File: src/rtl/pipe_pkg.sv
// Shared widths, register-zero constant and the ID/EX bundle used by the
// operand fetch stage and its bypass units.
package pipe_pkg;

    localparam int XLEN  = 32;
    localparam int AW    = 5;
    localparam int CTRLW = 8;

    localparam logic [AW-1:0] REG_ZERO = 5'd0;

    typedef struct packed {
        logic             valid;
        logic             reg_write;
        logic             mem_read;
        logic [XLEN-1:0]  rs_val;
        logic [XLEN-1:0]  rt_val;
        logic [XLEN-1:0]  imm;
        logic [AW-1:0]    rd;
        logic [CTRLW-1:0] ctrl;
    } idex_t;

    localparam idex_t IDEX_BUBBLE = '0;

endpackage

File: src/rtl/operand_fetch_stage_if.sv
// Bundle of ID-side, bypass, register-file and ID/EX signals around the
// operand fetch stage. The slave modport is the stage itself.
interface ofs_if;
    import pipe_pkg::*;

    logic             id_valid;
    logic [AW-1:0]    id_rs;
    logic [AW-1:0]    id_rt;
    logic             id_uses_rs;
    logic             id_uses_rt;
    logic [AW-1:0]    id_rd;
    logic             id_reg_write;
    logic             id_mem_read;
    logic [XLEN-1:0]  id_imm;
    logic [CTRLW-1:0] id_ctrl;
    logic [AW-1:0]    RA;
    logic [AW-1:0]    RB;
    logic [XLEN-1:0]  BusA;
    logic [XLEN-1:0]  BusB;
    logic             exm_reg_write;
    logic             exm_mem_read;
    logic [AW-1:0]    exm_rd;
    logic [XLEN-1:0]  exm_result;
    logic             wb_reg_write;
    logic [AW-1:0]    wb_rd;
    logic [XLEN-1:0]  wb_data;
    logic             flush;
    logic             stall_out;
    logic             ex_valid;
    logic             ex_reg_write;
    logic             ex_mem_read;
    logic [XLEN-1:0]  ex_rs_val;
    logic [XLEN-1:0]  ex_rt_val;
    logic [XLEN-1:0]  ex_imm;
    logic [AW-1:0]    ex_rd;
    logic [CTRLW-1:0] ex_ctrl;
    logic [31:0]      stall_count;

    modport master (
        output id_valid, id_rs, id_rt, id_uses_rs, id_uses_rt, id_rd,
               id_reg_write, id_mem_read, id_imm, id_ctrl, BusA, BusB,
               exm_reg_write, exm_mem_read, exm_rd, exm_result,
               wb_reg_write, wb_rd, wb_data, flush,
        input  RA, RB, stall_out, ex_valid, ex_reg_write, ex_mem_read,
               ex_rs_val, ex_rt_val, ex_imm, ex_rd, ex_ctrl, stall_count
    );

    modport slave (
        input  id_valid, id_rs, id_rt, id_uses_rs, id_uses_rt, id_rd,
               id_reg_write, id_mem_read, id_imm, id_ctrl, BusA, BusB,
               exm_reg_write, exm_mem_read, exm_rd, exm_result,
               wb_reg_write, wb_rd, wb_data, flush,
        output RA, RB, stall_out, ex_valid, ex_reg_write, ex_mem_read,
               ex_rs_val, ex_rt_val, ex_imm, ex_rd, ex_ctrl, stall_count
    );

endinterface

File: src/rtl/operand_bypass.sv
// One source operand: register-zero check, EX/MEM then MEM/WB forwarding,
// and detection of hazards that forwarding cannot cover.
module operand_bypass
    import pipe_pkg::*;
(
    input  logic            id_valid_i,
    input  logic            uses_i,
    input  logic [AW-1:0]   src_i,
    input  logic [XLEN-1:0] rf_data_i,
    input  logic            exm_reg_write_i,
    input  logic            exm_mem_read_i,
    input  logic [AW-1:0]   exm_rd_i,
    input  logic [XLEN-1:0] exm_result_i,
    input  logic            wb_reg_write_i,
    input  logic [AW-1:0]   wb_rd_i,
    input  logic [XLEN-1:0] wb_data_i,
    input  logic            ex_valid_i,
    input  logic            ex_reg_write_i,
    input  logic [AW-1:0]   ex_rd_i,
    output logic [XLEN-1:0] operand_o,
    output logic            hazard_o
);

    logic exm_fwd_s;
    logic wb_fwd_s;
    logic dist1_s;
    logic load2_s;

    assign exm_fwd_s = exm_reg_write_i & ~exm_mem_read_i & (exm_rd_i == src_i);
    assign wb_fwd_s  = wb_reg_write_i & (wb_rd_i == src_i);
    assign dist1_s   = ex_valid_i & ex_reg_write_i & (ex_rd_i == src_i);
    assign load2_s   = exm_reg_write_i & exm_mem_read_i & (exm_rd_i == src_i);

    // Forward priority; WB is needed because the register file writes on the edge.
    always_comb begin
        operand_o = rf_data_i;
        if (src_i == REG_ZERO) begin
            operand_o = {XLEN{1'b0}};
        end else if (exm_fwd_s) begin
            operand_o = exm_result_i;
        end else if (wb_fwd_s) begin
            operand_o = wb_data_i;
        end else begin
            operand_o = rf_data_i;
        end
    end

    // Producer still in EX, or a load whose data only appears at MEM/WB.
    always_comb begin
        hazard_o = 1'b0;
        if (id_valid_i && uses_i && (src_i != REG_ZERO)) begin
            hazard_o = dist1_s | load2_s;
        end else begin
            hazard_o = 1'b0;
        end
    end

endmodule

File: src/rtl/operand_fetch_stage.sv
// Operand fetch with bypassing, stall generation, ID/EX pipeline register
// and a saturating stall-cycle counter.
module operand_fetch_stage
    import pipe_pkg::*;
(
    input  logic  clk,
    input  logic  rst_n,
    ofs_if.slave  bus
);

    idex_t           idex_q;
    idex_t           idex_d;
    logic [31:0]     stall_count_q;
    logic [31:0]     stall_count_d;
    logic [XLEN-1:0] rs_val_s;
    logic [XLEN-1:0] rt_val_s;
    logic            rs_haz_s;
    logic            rt_haz_s;
    logic            stall_s;

    assign bus.RA = bus.id_rs;
    assign bus.RB = bus.id_rt;

    operand_bypass u_bypass_rs (
        .id_valid_i      (bus.id_valid),
        .uses_i          (bus.id_uses_rs),
        .src_i           (bus.id_rs),
        .rf_data_i       (bus.BusA),
        .exm_reg_write_i (bus.exm_reg_write),
        .exm_mem_read_i  (bus.exm_mem_read),
        .exm_rd_i        (bus.exm_rd),
        .exm_result_i    (bus.exm_result),
        .wb_reg_write_i  (bus.wb_reg_write),
        .wb_rd_i         (bus.wb_rd),
        .wb_data_i       (bus.wb_data),
        .ex_valid_i      (idex_q.valid),
        .ex_reg_write_i  (idex_q.reg_write),
        .ex_rd_i         (idex_q.rd),
        .operand_o       (rs_val_s),
        .hazard_o        (rs_haz_s)
    );

    operand_bypass u_bypass_rt (
        .id_valid_i      (bus.id_valid),
        .uses_i          (bus.id_uses_rt),
        .src_i           (bus.id_rt),
        .rf_data_i       (bus.BusB),
        .exm_reg_write_i (bus.exm_reg_write),
        .exm_mem_read_i  (bus.exm_mem_read),
        .exm_rd_i        (bus.exm_rd),
        .exm_result_i    (bus.exm_result),
        .wb_reg_write_i  (bus.wb_reg_write),
        .wb_rd_i         (bus.wb_rd),
        .wb_data_i       (bus.wb_data),
        .ex_valid_i      (idex_q.valid),
        .ex_reg_write_i  (idex_q.reg_write),
        .ex_rd_i         (idex_q.rd),
        .operand_o       (rt_val_s),
        .hazard_o        (rt_haz_s)
    );

    // A flush or reset cancels the instruction, so it must also cancel the stall.
    assign stall_s       = (rs_haz_s | rt_haz_s) & ~bus.flush & rst_n;
    assign bus.stall_out = stall_s;

    // Next ID/EX contents: a bubble unless a valid instruction advances.
    always_comb begin
        idex_d = IDEX_BUBBLE;
        if (!rst_n || bus.flush || stall_s || !bus.id_valid) begin
            idex_d = IDEX_BUBBLE;
        end else begin
            idex_d.valid     = 1'b1;
            idex_d.reg_write = bus.id_reg_write;
            idex_d.mem_read  = bus.id_mem_read;
            idex_d.rs_val    = rs_val_s;
            idex_d.rt_val    = rt_val_s;
            idex_d.imm       = bus.id_imm;
            idex_d.rd        = bus.id_rd;
            idex_d.ctrl      = bus.id_ctrl;
        end
    end

    // Saturating stall counter next value.
    always_comb begin
        stall_count_d = stall_count_q;
        if (stall_s && (stall_count_q != 32'hFFFF_FFFF)) begin
            stall_count_d = stall_count_q + 32'd1;
        end else begin
            stall_count_d = stall_count_q;
        end
    end

    // ID/EX register and stall counter.
    always_ff @(posedge clk) begin
        if (!rst_n) begin
            idex_q        <= IDEX_BUBBLE;
            stall_count_q <= 32'd0;
        end else begin
            idex_q        <= idex_d;
            stall_count_q <= stall_count_d;
        end
    end

    assign bus.ex_valid     = idex_q.valid;
    assign bus.ex_reg_write = idex_q.reg_write;
    assign bus.ex_mem_read  = idex_q.mem_read;
    assign bus.ex_rs_val    = idex_q.rs_val;
    assign bus.ex_rt_val    = idex_q.rt_val;
    assign bus.ex_imm       = idex_q.imm;
    assign bus.ex_rd        = idex_q.rd;
    assign bus.ex_ctrl      = idex_q.ctrl;
    assign bus.stall_count  = stall_count_q;

endmodule

File: src/flat_wrapper.sv
// flat-port wrapper written by rule: the top's interface ports become plain ports
module operand_fetch_stage_flat import pipe_pkg::*;
  (clk, rst_n, bus_id_valid, bus_id_rs, bus_id_rt, bus_id_uses_rs, bus_id_uses_rt, bus_id_rd, bus_id_reg_write, bus_id_mem_read, bus_id_imm, bus_id_ctrl, bus_BusA, bus_BusB, bus_exm_reg_write, bus_exm_mem_read, bus_exm_rd, bus_exm_result, bus_wb_reg_write, bus_wb_rd, bus_wb_data, bus_flush, bus_RA, bus_RB, bus_stall_out, bus_ex_valid, bus_ex_reg_write, bus_ex_mem_read, bus_ex_rs_val, bus_ex_rt_val, bus_ex_imm, bus_ex_rd, bus_ex_ctrl, bus_stall_count);
  ofs_if bus_i ();
  input  logic clk;
  input  logic rst_n;
  input wire logic [$bits(bus_i.id_valid)-1:0] bus_id_valid;
  input wire logic [$bits(bus_i.id_rs)-1:0] bus_id_rs;
  input wire logic [$bits(bus_i.id_rt)-1:0] bus_id_rt;
  input wire logic [$bits(bus_i.id_uses_rs)-1:0] bus_id_uses_rs;
  input wire logic [$bits(bus_i.id_uses_rt)-1:0] bus_id_uses_rt;
  input wire logic [$bits(bus_i.id_rd)-1:0] bus_id_rd;
  input wire logic [$bits(bus_i.id_reg_write)-1:0] bus_id_reg_write;
  input wire logic [$bits(bus_i.id_mem_read)-1:0] bus_id_mem_read;
  input wire logic [$bits(bus_i.id_imm)-1:0] bus_id_imm;
  input wire logic [$bits(bus_i.id_ctrl)-1:0] bus_id_ctrl;
  input wire logic [$bits(bus_i.BusA)-1:0] bus_BusA;
  input wire logic [$bits(bus_i.BusB)-1:0] bus_BusB;
  input wire logic [$bits(bus_i.exm_reg_write)-1:0] bus_exm_reg_write;
  input wire logic [$bits(bus_i.exm_mem_read)-1:0] bus_exm_mem_read;
  input wire logic [$bits(bus_i.exm_rd)-1:0] bus_exm_rd;
  input wire logic [$bits(bus_i.exm_result)-1:0] bus_exm_result;
  input wire logic [$bits(bus_i.wb_reg_write)-1:0] bus_wb_reg_write;
  input wire logic [$bits(bus_i.wb_rd)-1:0] bus_wb_rd;
  input wire logic [$bits(bus_i.wb_data)-1:0] bus_wb_data;
  input wire logic [$bits(bus_i.flush)-1:0] bus_flush;
  output wire logic [$bits(bus_i.RA)-1:0] bus_RA;
  output wire logic [$bits(bus_i.RB)-1:0] bus_RB;
  output wire logic [$bits(bus_i.stall_out)-1:0] bus_stall_out;
  output wire logic [$bits(bus_i.ex_valid)-1:0] bus_ex_valid;
  output wire logic [$bits(bus_i.ex_reg_write)-1:0] bus_ex_reg_write;
  output wire logic [$bits(bus_i.ex_mem_read)-1:0] bus_ex_mem_read;
  output wire logic [$bits(bus_i.ex_rs_val)-1:0] bus_ex_rs_val;
  output wire logic [$bits(bus_i.ex_rt_val)-1:0] bus_ex_rt_val;
  output wire logic [$bits(bus_i.ex_imm)-1:0] bus_ex_imm;
  output wire logic [$bits(bus_i.ex_rd)-1:0] bus_ex_rd;
  output wire logic [$bits(bus_i.ex_ctrl)-1:0] bus_ex_ctrl;
  output wire logic [$bits(bus_i.stall_count)-1:0] bus_stall_count;
  assign bus_i.id_valid = bus_id_valid;
  assign bus_i.id_rs = bus_id_rs;
  assign bus_i.id_rt = bus_id_rt;
  assign bus_i.id_uses_rs = bus_id_uses_rs;
  assign bus_i.id_uses_rt = bus_id_uses_rt;
  assign bus_i.id_rd = bus_id_rd;
  assign bus_i.id_reg_write = bus_id_reg_write;
  assign bus_i.id_mem_read = bus_id_mem_read;
  assign bus_i.id_imm = bus_id_imm;
  assign bus_i.id_ctrl = bus_id_ctrl;
  assign bus_i.BusA = bus_BusA;
  assign bus_i.BusB = bus_BusB;
  assign bus_i.exm_reg_write = bus_exm_reg_write;
  assign bus_i.exm_mem_read = bus_exm_mem_read;
  assign bus_i.exm_rd = bus_exm_rd;
  assign bus_i.exm_result = bus_exm_result;
  assign bus_i.wb_reg_write = bus_wb_reg_write;
  assign bus_i.wb_rd = bus_wb_rd;
  assign bus_i.wb_data = bus_wb_data;
  assign bus_i.flush = bus_flush;
  assign bus_RA = bus_i.RA;
  assign bus_RB = bus_i.RB;
  assign bus_stall_out = bus_i.stall_out;
  assign bus_ex_valid = bus_i.ex_valid;
  assign bus_ex_reg_write = bus_i.ex_reg_write;
  assign bus_ex_mem_read = bus_i.ex_mem_read;
  assign bus_ex_rs_val = bus_i.ex_rs_val;
  assign bus_ex_rt_val = bus_i.ex_rt_val;
  assign bus_ex_imm = bus_i.ex_imm;
  assign bus_ex_rd = bus_i.ex_rd;
  assign bus_ex_ctrl = bus_i.ex_ctrl;
  assign bus_stall_count = bus_i.stall_count;
  operand_fetch_stage u_core (.clk(clk), .rst_n(rst_n), .bus(bus_i));
endmodule
File: config.mk
export PLATFORM = sky130hd
export DESIGN_NAME = operand_fetch_stage_flat
export DESIGN_NICKNAME = d
export VERILOG_FILES = /design/src/rtl/pipe_pkg.sv /design/src/rtl/operand_fetch_stage_if.sv /design/src/rtl/operand_bypass.sv /design/src/rtl/operand_fetch_stage.sv /design/src/flat_wrapper.sv
export SDC_FILE = /design/constraint.sdc
export NUM_CORES = 1
export LEC_CHECK = 0
export BUFFER_PORTS_ARGS = -buffer_cell sky130_fd_sc_hd__buf_2
export CORE_AREA = 2 2 140 142
export CTS_CLUSTER_SIZE = 40
export DETAILED_ROUTE_END_ITERATION = 8
export DIE_AREA = 0 0 142 144
export PLACE_DENSITY = 0.72
export RECOVER_POWER = 100
export SETUP_SLACK_MARGIN = 0.1
export SKIP_CTS_REPAIR_TIMING = 1
export SYNTH_ARGS = -nofsm -noshare
export SYNTH_HDL_FRONTEND = slang
export SYNTH_SLANG_ARGS = --single-unit
File: constraint.sdc
create_clock -name clk -period 2.9 [get_ports clk]
set_clock_uncertainty 0.2 [all_clocks]
set_input_delay 0.435 -clock clk [delete_from_list [all_inputs] [get_ports clk]]
set_output_delay 0.435 -clock clk [all_outputs]
set_load 0.02 [all_outputs]
==> results.json <==
{
  "synth_largest_type_area_fraction": 0.465,
  "ir_drop_v": 0.000357,
  "cts_buffers": 17,
  "die-width_um": 142,
  "timing.hold.ws_ns": 0.0208,
  "combPwrFrac": 0.093,
  "yosysWarnings": 0,
  "placementRows": 51,
  "min_delay_worst_endpoint": "u_core.bus.ex_imm[8]",
  "layout-drive-gt1-share": 0.269,
  "layout_setup_ws_ns": 0.249,
  "final_min_period_over_clock_period": 0.914,
  "post_synth_num_cell_types": 38,
  "cellPowerDensity_nw_per_um2": 550,
  "place.gp.congestion": 0.819,
  "net_count_after_synthesis": 855,
  "top_layer_used": "met4",
  "library_cell_with_the_highest_instance_count_after_synthesis": "sky130_fd_sc_hd__dfxtp_1",
  "wl_met1_um": 8700,
  "routedWlPerCell_um": 17.0,
  "drc_errors": 0,
  "synth-async-reset-ratio": 0,
  "p_switching_uw": 1130,
  "dp_hpwl_um": 16700,
  "worst_skew_pair.late_latency_ns": 0.41,
  "yosys.area.top_type": "sky130_fd_sc_hd__dfxtp_1",
  "num_vias": 6131,
  "synth_enable_flop_cells": 0,
  "drtIter0Drc": 254,
  "placement.cell_area_um2": 8300,
  "io_buffers": 358,
  "status": "finished clean",
  "finalSetupViolCount": 0,
  "cts.path.max_buffers": 2,
  "stdcell_area_um2": 8740,
  "grt_usage": 0.199,
  "fin_setup_tns_ns": 0,
  "synthCells": 650,
  "timing.hold.worst_path_depth": 2,
  "gr-total-overflow": 0,
  "cp.arrival_ns": 2.79,
  "criticalPathCategory": "reg -> reg",
  "reg2reg_depth": 9,
  "clock_network_fraction_of_design_power": 0.483,
  "path_cells": "xor2_1 > nor4_1 > nand4_1 > a21oi_1 > buf_4 > o221ai_2 > clkbuf_2 > or4_1 > a21boi_1",
  "worst_slew_pin_slew_ns": 0.776,
  "grt_antenna_before_repair": 6,
  "die-area_um2": 20400,
  "initial_cell_density_of_the_core": 0.325,
  "chipHeight_um": 144,
  "cts_max_level": 4,
  "final_cells": 1258,
  "crit_end_element": "register",
  "synth.avg_cell_area_um2": 9.53,
  "cts.reportedPaths.clkPinSlew_ns": 0.06,
  "dr_wl_met2_um": 10800,
  "reg2reg_end": "u_core.bus.stall_count[19]",
  "min-delay-start": "bus_id_imm[8]",
  "setup.reg_to_reg.worst_slack_ns": 0.25,
  "final_hold_viol_count": 0,
  "slew_headroom": 0.482,
  "timing.critical_path.from_type": "register",
  "timing.critical_path.fanout_max": 18,
  "synth-seq-area-share": 0.465,
  "area.growth.synth_to_final_pct": 41.1,
  "switching_share": 0.235,
  "fmax_ghz": 0.377,
  "critical_path.reg2reg.startpoint": "u_core.bus.ex_rd[4]",
  "cp_slowest_stage_delay_ns": 0.52,
  "route.antenna.remaining_nets": 0,
  "sequentialPowerShare": 0.424,
  "mappedNetlistArea_um2": 6200,
  "power_leakage_uw": 0.00344,
  "grt_max_degree": 53,
  "cts_tree": "built",
  "first_pass_iters": 5,
  "floorplan.core_area_um2": 19100,
  "met3RoutedLength_um": 1450,
  "grt_setup_unrepaired": "no",
  "number_of_maximum_capacitance_constraint_violations": 0,
  "grt_pass1_vias": 5731,
  "maxSlewViolCount": 0,
  "area_contributors_post_synth": "sky130_fd_sc_hd__dfxtp_1 (47%), sky130_fd_sc_hd__mux2i_1 (12%), sky130_fd_sc_hd__a211oi_1 (7.8%), sky130_fd_sc_hd__and2_1 (4.9%), sky130_fd_sc_hd__nor2_1 (4.4%)",
  "placedCellCount": 1218,
  "register_bit_count_reported_by_yosys": 144,
  "io-pin-count": 359,
  "timing.hold.worst.class": "in -> reg",
  "required_time_of_the_worst_setup_path_ns": 3.04,
  "netlist_top_cells_count": "sky130_fd_sc_hd__dfxtp_1 (144), sky130_fd_sc_hd__mux2i_1 (73), sky130_fd_sc_hd__nor2_1 (72)",
  "fill_cells": 1918,
  "grt_pass1_wl_um": 31000,
  "detail_route.wirelength_um": 21400,
  "final_period_minus_worst_setup_slack_ns": 2.65,
  "p_int_uw": 3680,
  "design.final.nets": 1206,
  "via_per_instance_ratio": 4.87,
  "crit_slowest_cell": "sky130_fd_sc_hd__or4_1",
  "ctsRootBufferMaster": "sky130_fd_sc_hd__clkbuf_16",
  "number_of_sinks_handled_by_clock_tree_synthesis": 144,
  "place_ws_ns": 0.132,
  "postSynth.topFlopCell": "sky130_fd_sc_hd__dfxtp_1"
}
[stage by stage]
step / total power, uW / util
2_1_floorplan: 2290 / -
3_3_place_gp: 2540 / 0.435
3_5_place_dp: 2550 / 0.435
4_1_cts: 4880 / 0.468
5_1_grt: 4990 / 0.458
6_report: 4810 / 0.458
[how the worst max path moves through the flow]
stage | from | to
2_1_floorplan | u_core.bus.stall_count[0] | u_core.bus.stall_count[7]
6_report | u_core.bus.ex_rd[4] | u_core.bus.stall_count[19]
3_5_place_dp | bus_id_rt[1] | u_core.bus.stall_count[13]
5_1_grt | u_core.bus.ex_rd[4] | u_core.bus.stall_count[17]
4_1_cts | u_core.bus.ex_rd[3] | bus_stall_out
3_3_place_gp | bus_id_rs[0] | u_core.bus.stall_count[12]
[state kept, by name (all words and copies together) (netlist names)]
name and cells:
u_core.bus.ex_imm 32, u_core.bus.ex_rs_val 32, u_core.bus.stall_count 32, u_core.bus.ex_reg_write 1
u_core.bus.ex_rd 5, u_core.bus.ex_rt_val 32, u_core.bus.ex_ctrl 8, u_core.bus.ex_mem_read 1
u_core.bus.ex_valid 1
[layout by cell type, fill, tap and decap left out, types with 6 or more instances in the layout]
cell                          n
sky130_fd_sc_hd__and2_0      16
sky130_fd_sc_hd__or3_1       10
sky130_fd_sc_hd__diode_2      7
sky130_fd_sc_hd__nand2b_1     6
sky130_fd_sc_hd__buf_2      205
sky130_fd_sc_hd__nand4_1      9
sky130_fd_sc_hd__clkbuf_16   17
sky130_fd_sc_hd__nor4_1      10
sky130_fd_sc_hd__o31ai_1     11
sky130_fd_sc_hd__and2_1      33
sky130_fd_sc_hd__o21ai_0     11
sky130_fd_sc_hd__xor2_1      26
sky130_fd_sc_hd__nor2_1      72
sky130_fd_sc_hd__mux2i_1     73
sky130_fd_sc_hd__nand3_1     16
sky130_fd_sc_hd__dfxtp_1    142
sky130_fd_sc_hd__or4_1       10
sky130_fd_sc_hd__buf_4       15
sky130_fd_sc_hd__clkbuf_1   154
sky130_fd_sc_hd__a21boi_0    18
sky130_fd_sc_hd__a211oi_1    64
sky130_fd_sc_hd__nand2_1     28
sky130_fd_sc_hd__nor3_1       7
[power groups by stage]
stage                     sequential (uW)  clock (uW)  combinational [uW]
final                                2040        2320                 449
after CTS                            2040        2370                 469
after global placement               2080           0                 463
after global routing                 2040        2460                 488
after floorplan                      2140           0                 154
after detailed placement             2080           0                 467
[layout make-up]
type,instances,area (um^2),share of cell area
diodes,7,17.5,0.00200
clock buffers,18,439,0.0502
clock inverters,13,186,0.0213
inverters,5,18.8,0.00215
multi-input cells,449,3050,0.349
flip-flops and latches,144,2890,0.330
well taps,238,298,0.0341
repair buffers,384,1850,0.211
[critical path, delay by kind of cell, from the launching register on]
kind,cells,cell delay [ns]
AND/OR/NAND/NOR,3,0.92
AO/OA/AOI/OAI,3,0.54
buffers and inverters,2,0.44
flip-flops,1,0.34
XOR/XNOR,1,0.15
[cells by family (layout without fill, tap and decap cells)]
logic type | count (synthesis) | count (layout) | synth area share
compound gates | 112 | 112 | 0.133
xor+xnor | 31 | 31 | 0.0438
fa+ha+maj | 1 | 1 | 0.00202
buf+inv | 57 | 420 | 0.0450
flops | 144 | 144 | 0.465
mux | 73 | 73 | 0.118
other cells | 0 | 7 | 0
simple gates | 232 | 232 | 0.193
[routing by layer]
layer	vias up	GRT usage
met4	0	0.0847
met5	-	0
met2	277	0.337
met1	2813	0.238
li1	3009	-
met3	32	0.0543
No activity file was read; power rests on OpenSTA's default activity.
